===== src/rtl/util_adc_switch.sv =====
// util_adc_switch
// Receive-side sample steering: forwards each qualified ADC sample either to
// the capture FIFO or to the differential decoder. Every change of path goes
// through a guard window that drops GUARD_SAMPLES qualified samples, so that
// neither consumer sees a torn stream.
module util_adc_switch #(
  parameter int BYTE_WIDTH    = 16,
  parameter int GUARD_SAMPLES = 4
) (
  input  logic                    clk,
  input  logic                    rstn,
  input  logic [BYTE_WIDTH*8-1:0] adc_data,
  input  logic                    adc_valid,
  input  logic                    adc_enable,
  output logic                    adc_dovf,
  output logic [BYTE_WIDTH*8-1:0] fifo_data,
  output logic                    fifo_wren,
  input  logic                    fifo_ovf,
  output logic [BYTE_WIDTH*8-1:0] wr_data,
  output logic                    wr_valid,
  input  logic                    wr_enable,
  input  logic                    wr_ovf,
  output logic                    sel_diff
);

  localparam int CW = (GUARD_SAMPLES < 1) ? 1 : $clog2(GUARD_SAMPLES + 1);
  localparam logic [CW-1:0] GUARD_MAX = CW'(GUARD_SAMPLES);

  typedef enum logic [1:0] {
    FIFO_PATH     = 2'd0,
    GUARD_TO_DIFF = 2'd1,
    DIFF_PATH     = 2'd2,
    GUARD_TO_FIFO = 2'd3
  } state_t;

  state_t          state;
  state_t          state_nxt;
  logic [CW-1:0]   cnt;
  logic [CW-1:0]   cnt_nxt;
  logic [CW-1:0]   cnt_inc;
  logic            s;

  assign s        = adc_valid & adc_enable;
  assign sel_diff = (state == DIFF_PATH);
  // Saturating increment: the counter never wraps even if held at the limit.
  assign cnt_inc  = (cnt == GUARD_MAX) ? cnt : cnt + 1'b1;

  // Path selection and guard counting; an abort request wins over counting.
  always_comb begin
    state_nxt = state;
    cnt_nxt   = cnt;
    case (state)
      FIFO_PATH: begin
        if (wr_enable) begin
          state_nxt = (GUARD_SAMPLES == 0) ? DIFF_PATH : GUARD_TO_DIFF;
          cnt_nxt   = '0;
        end
      end
      GUARD_TO_DIFF: begin
        if (!wr_enable) begin
          state_nxt = FIFO_PATH;
          cnt_nxt   = '0;
        end else if (s) begin
          if (cnt_inc == GUARD_MAX) begin
            state_nxt = DIFF_PATH;
            cnt_nxt   = '0;
          end else begin
            cnt_nxt = cnt_inc;
          end
        end
      end
      DIFF_PATH: begin
        if (!wr_enable) begin
          state_nxt = (GUARD_SAMPLES == 0) ? FIFO_PATH : GUARD_TO_FIFO;
          cnt_nxt   = '0;
        end
      end
      GUARD_TO_FIFO: begin
        if (wr_enable) begin
          state_nxt = DIFF_PATH;
          cnt_nxt   = '0;
        end else if (s) begin
          if (cnt_inc == GUARD_MAX) begin
            state_nxt = FIFO_PATH;
            cnt_nxt   = '0;
          end else begin
            cnt_nxt = cnt_inc;
          end
        end
      end
      default: begin
        state_nxt = FIFO_PATH;
        cnt_nxt   = '0;
      end
    endcase
  end

  // State and guard counter registers.
  always_ff @(posedge clk or negedge rstn) begin
    if (!rstn) begin
      state <= FIFO_PATH;
      cnt   <= '0;
    end else begin
      state <= state_nxt;
      cnt   <= cnt_nxt;
    end
  end

  // Sample registers and strobes; routing uses the state current in the sample cycle.
  always_ff @(posedge clk or negedge rstn) begin
    if (!rstn) begin
      fifo_data <= '0;
      wr_data   <= '0;
      fifo_wren <= 1'b0;
      wr_valid  <= 1'b0;
    end else begin
      fifo_wren <= s & (state == FIFO_PATH);
      wr_valid  <= s & (state == DIFF_PATH);
      if (s) begin
        fifo_data <= adc_data;
        wr_data   <= adc_data;
      end
    end
  end

  // Overflow back to the ADC core follows whichever consumer(s) may be active.
  always_ff @(posedge clk or negedge rstn) begin
    if (!rstn) begin
      adc_dovf <= 1'b0;
    end else begin
      case (state)
        FIFO_PATH: adc_dovf <= fifo_ovf;
        DIFF_PATH: adc_dovf <= wr_ovf;
        default:   adc_dovf <= fifo_ovf | wr_ovf;
      endcase
    end
  end

endmodule

===== config.mk =====
export PLATFORM = sky130hd
export DESIGN_NAME = util_adc_switch
export DESIGN_NICKNAME = d
export VERILOG_FILES = /design/src/rtl/util_adc_switch.sv
export SDC_FILE = /design/constraint.sdc
export NUM_CORES = 1
export LEC_CHECK = 0
export BUFFER_PORTS_ARGS = -buffer_cell sky130_fd_sc_hd__buf_4
export CORE_AREA = 8 8 148 150
export DETAILED_ROUTE_END_ITERATION = 10
export DIE_AREA = 0 0 156 158
export GPL_TIMING_DRIVEN = 0
export SLEW_MARGIN = 20
export SYNTH_ARGS = -nofsm -noshare
export SYNTH_HDL_FRONTEND = slang
export SYNTH_SLANG_ARGS = --single-unit

===== constraint.sdc =====
create_clock -name clk -period 2.38 [get_ports clk]
set_clock_uncertainty 0.15 [all_clocks]
set_input_delay 0.238 -clock clk [delete_from_list [all_inputs] [get_ports clk]]
set_output_delay 0.238 -clock clk [all_outputs]
set_load 0.03 [all_outputs]

; ---- After elaboration in Yosys (flattened, before gate mapping)
; Index checks and enable logic that the tools add are counted.
[totals]
word_cells = 43
in_bits = 135
output_inout_bits = 260
register_bits = 136
[op_classes]
n_mux = 18
n_reduce_logical = 3
n_eq_ne = 11
add_sub_neg = 1
bitwise_logic = 4
[op_table]
columns = cell, count
row1 = $mux 3, 7
row2 = $mux 2, 8
row3 = $ne 3x3->1 const B, 4
row4 = $pmux 3 s4, 1
row5 = $pmux 2 s4, 1
row6 = $eq 3x3->1 const B, 2
row7 = $reduce_and 6->1, 1
row8 = $eq 2x2->1 const B, 2
row9 = $ne 2x2->1 const B, 2
row10 = $add 3x1->3 const B, 1
row11 = $and 1x1->1, 3
row12 = $eq 2x1->1 const B, 1
row13 = $logic_not 2->1, 1
row14 = $pmux 1 s2, 1
row15 = $reduce_and 2->1, 1
row16 = $or 1x1->1, 1

; ---- Depth between registers and ports, before layout
[depth]
depth_word = 7
mapped_depth = 6
depth_no_buf = 6

; ---- Worst setup path after synthesis
; OpenSTA, ideal clock, no wires.
[synth_timing]
path_type = register to register
start = reg cnt[0]
end = reg cnt[2]
path_buffers = 0
period_less_slack_ns = 1.761
setup_slack_ns = 0.619
required_time_ns = 2.149
path_stages_with_launch = 7
setup_ns = 0.081
arrival_time_ns = 1.531
cell_sequence = dfrtp_1 > inv_1 > ha_1 > nor2b_1 > mux2_4 > o41a_1 > o22ai_2
[synth_between]
elab_chain_len = 7
word_cells_on_any_way = 9
cone_classes = add/sub: 1 / eq/ne: 2 / mux: 6
[synth_lines]
columns = element, line_no
row1 = start: declaration, 38  ; logic [CW-1:0] cnt;
row2 = start signal: assignment, 105  ; cnt <= cnt_nxt;
row3 = $add 3x1->3 or $eq 3x3->1 (tied branches), 46  ; assign cnt_inc = (cnt == GUARD_MAX) ? cnt : cnt + 1'b1;
row4 = $mux 3 *, 46
row5 = $eq 3x3->1, "64, 83"
row6 = $mux 3 *, "64, 83"
row7 = $mux 3 *, 63  ; end else if (s) begin
row8 = $mux 3 (on tied branches), "79, 60"
row9 = $pmux 3 s4 *, 52  ; case (state)
; Mark *: on every way between the ends. The rest lies on a longest branch, timed or not.
; A chain may end at the register's enable or synchronous reset.

; ---- Final worst setup path
[layout_timing]
start = in adc_enable
end = reg wr_data[41]
[layout_between]
elab_chain_len = 1
[layout_lines]
columns = element, line_no
row1 = start: declaration, 14  ; input logic adc_enable,
row2 = $and 1x1->1, 43  ; assign s = adc_valid & adc_enable;
row3 = end signal: assignment, 121  ; wr_data <= adc_data;
row4 = end: declaration, 19  ; output logic [BYTE_WIDTH*8-1:0] wr_data,
; No other way between the ends.

==> flow_summary.ini <==
[status]
status = finished clean

[clock_tree]
cts_root_buffer = clkbuf_16
path_clk_slew_ps = 60
cts_buffer_depth = 2
clock_latency_ps = 410
numCtsBuffers = 17
holdBufCountCts = 134
cts_tree = yes
htreeDepth = 4
post_cts_resized = 0
clock-sinks = 136
cts_setup_buffers = 0

[global_route]
antenna_found_initial = 0
grt_usage = 0.169
grt_max_degree = 70
grt_pass1_vias = 5771
grt_pass1_wl_um = 32500
grt_overflow = 0

[final_layout]
final_cell_area_mm2 = 0.0114
num_antenna_cells = 0
multi_input_area_mm2 = 0.00167
fill_cells = 1699
regArea_mm2 = 0.00340
areaGrowthSynthToFinish_pct = 86.3
nNetsFinal = 1125
drive_gt1_frac = 0.701

[logic_synthesis]
yosys-top-cells-area = dfrtp_1 (56%), mux2_2 (24%), buf_4 (16%)
yosys_warnings = 0
synth_top_area_cell = dfrtp_1
avgSynthCellArea_um2 = 13.9
synth_top_area_frac = 0.556
yosysUniqueCellTypes = 24
yosysSeqAreaShare = 0.556
synth_fp_nets = 577
netlist_instances = 440
synth_seq_cells = 136
synth_area_mm2 = 0.00612

[power_and_ir_drop]
vdd_drop_max_uv = 463
sw_frac_of_total = 0.348
p_switching_w = 0.00327
p_leak_nw = 5.67
comb_power_share = 0.398
p_int_w = 0.00612
power_frac_clock = 0.290
pwr-share-seq = 0.312
p_per_area_mw_per_mm2 = 824

[place]
dpl-instance-area_mm2 = 0.00945
dp_hpwl_um = 16200
place_congestion = 0.776
place_ws_ps = 467
portBuffers = 394

[floorplan]
dieHeight_um = 158
start_util = 0.310
io_pins = 395
design.die.area_mm2 = 0.0246
core_mm2 = 0.0197
core.rowCount = 52
die_x_um = 156

[drt]
wl_um = 21200
antenna_left = 0
drc = 0
via_count = 5149
wl_per_cell_um = 16.7
routed_via_density = 4.06
drt_iter0_markers = 124
first_pass_iters = 4

[worst_setup_path]
cp.required_ps = 2520
startpoint_type = input port
critPathArrivalTime_ps = 2090
worstPathMaxFanout = 10
r2r_cells = 6
crit_path_end_kind = flop
path_class = input port to flop

[sta]
fin_hold_ws_ps = 147
setup_tns_ps = 0
relSlewSlack = 0.639
slew_viol_final = 0
rsz0062_at_grt = no
tightest_slew_ps = 541
worst_slack_ps = 423
fin_crit_ps = 1960
hold_viol_final = 0
clock.fmax_ghz = 0.511
fin_crit_sh = 0.822
setup_viol = 0

[hold_path]
min_path_type = input port to flop
whs_path_depth = 4

[run]
cap_violations = 0
==> critical path: stages <==
cell           delay, ps
dlygate4sd3_1        550
buf_4                140
nand2_1              170
buf_2                300
buf_2                320
mux2_2               380
==> cell usage after synthesis, drive strengths merged <==
cell type	instances
o22ai	3
o22a	1
ha	2
o41a	1
and3b	1
buf	142
a31oi	1
nand3	2
inv	2
nand2	6
xnor2	2
nor3	2
mux2	131
clkbuf	1
and3	1
nor2b	2
mux2i	1
dfrtp	136
nor2	2
nand2b	1
==> final cells by class <==
| class | count | area share |
|---|---|---|
| buffer | 143 | 0.0908 |
| clock inverter | 12 | 0.0156 |
| clock buffer | 17 | 0.0373 |
| multi-input combinational | 159 | 0.147 |
| timing repair buffer | 529 | 0.380 |
| sequential | 136 | 0.299 |
| tap | 270 | 0.0297 |
| inverter | 2 | 0.000659 |
==> flip-flops by register name (all words and copies together), names as in the netlist, named ones only <==
register and cells:
cnt 3, wr_data 128, wr_valid 1, state 1
fifo_wren 1, adc_dovf 1
==> layer usage <==
metal	track usage	up-vias	part of all wire
met2	0.302	221	0.52
met1	0.187	2462	0.39
li1	-	2457	-
met5	0	-	0
met3	0.0674	9	0.086
met4	0.0356	0	0.0073
==> logic make-up after synthesis <==
family          Yosys count  share of synthesized area
flops                   136                      0.556
mux                     132                      0.243
xor+xnor                  2                    0.00286
buf+inv                 145                      0.170
simple gates             17                     0.0143
compound gates            6                    0.00839
fa+ha+maj                 2                    0.00409
==> path summary, 6_finish.rpt <==
path | startpoint | to | slack [ps]
worst max-delay path | adc_enable | wr_data[41] | 420
worst min-delay path | adc_valid | cnt[0] | 150
worst max register to register | cnt[0] | cnt[2] | 510
worst min register to register | wr_data[11] | wr_data[11] | 380
max in group asynchronous | rstn | wr_data[103] | 1110
min in group asynchronous | rstn | wr_data[14] | 240
==> placed cells by master, fill, tap and decap left out, types with 3 or more instances in the layout <==
cell and instances:
buf_2 14, buf_4 521, bufinv_16 4, clkbuf_16 17, clkinv_2 3, dfrtp_1 136, dlygate4sd3_1 134, mux2_2 130
nand2_1 5
==> power by group through the flow <==
stage	Sequential, W	Combinational [W]	Clock [W]
5_1_grt	0.00299	0.00392	0.00291
6_report	0.00293	0.00374	0.00272
4_1_cts	0.00294	0.00377	0.00282
3_5_place_dp	0.00297	0.00357	0
3_3_place_gp	0.00297	0.00354	0
2_1_floorplan	0.00355	0.00152	0
==> stage by stage <==
stage	cells	utilization	total power [W]
2_1_floorplan	440	-	0.00507
3_3_place_gp	1104	0.477	0.00651
3_5_place_dp	1105	0.479	0.00655
4_1_cts	1268	0.578	0.00952
5_1_grt	1268	0.578	0.00982
6_report	1268	0.578	0.00939
(Power assumes the default switching activity.)
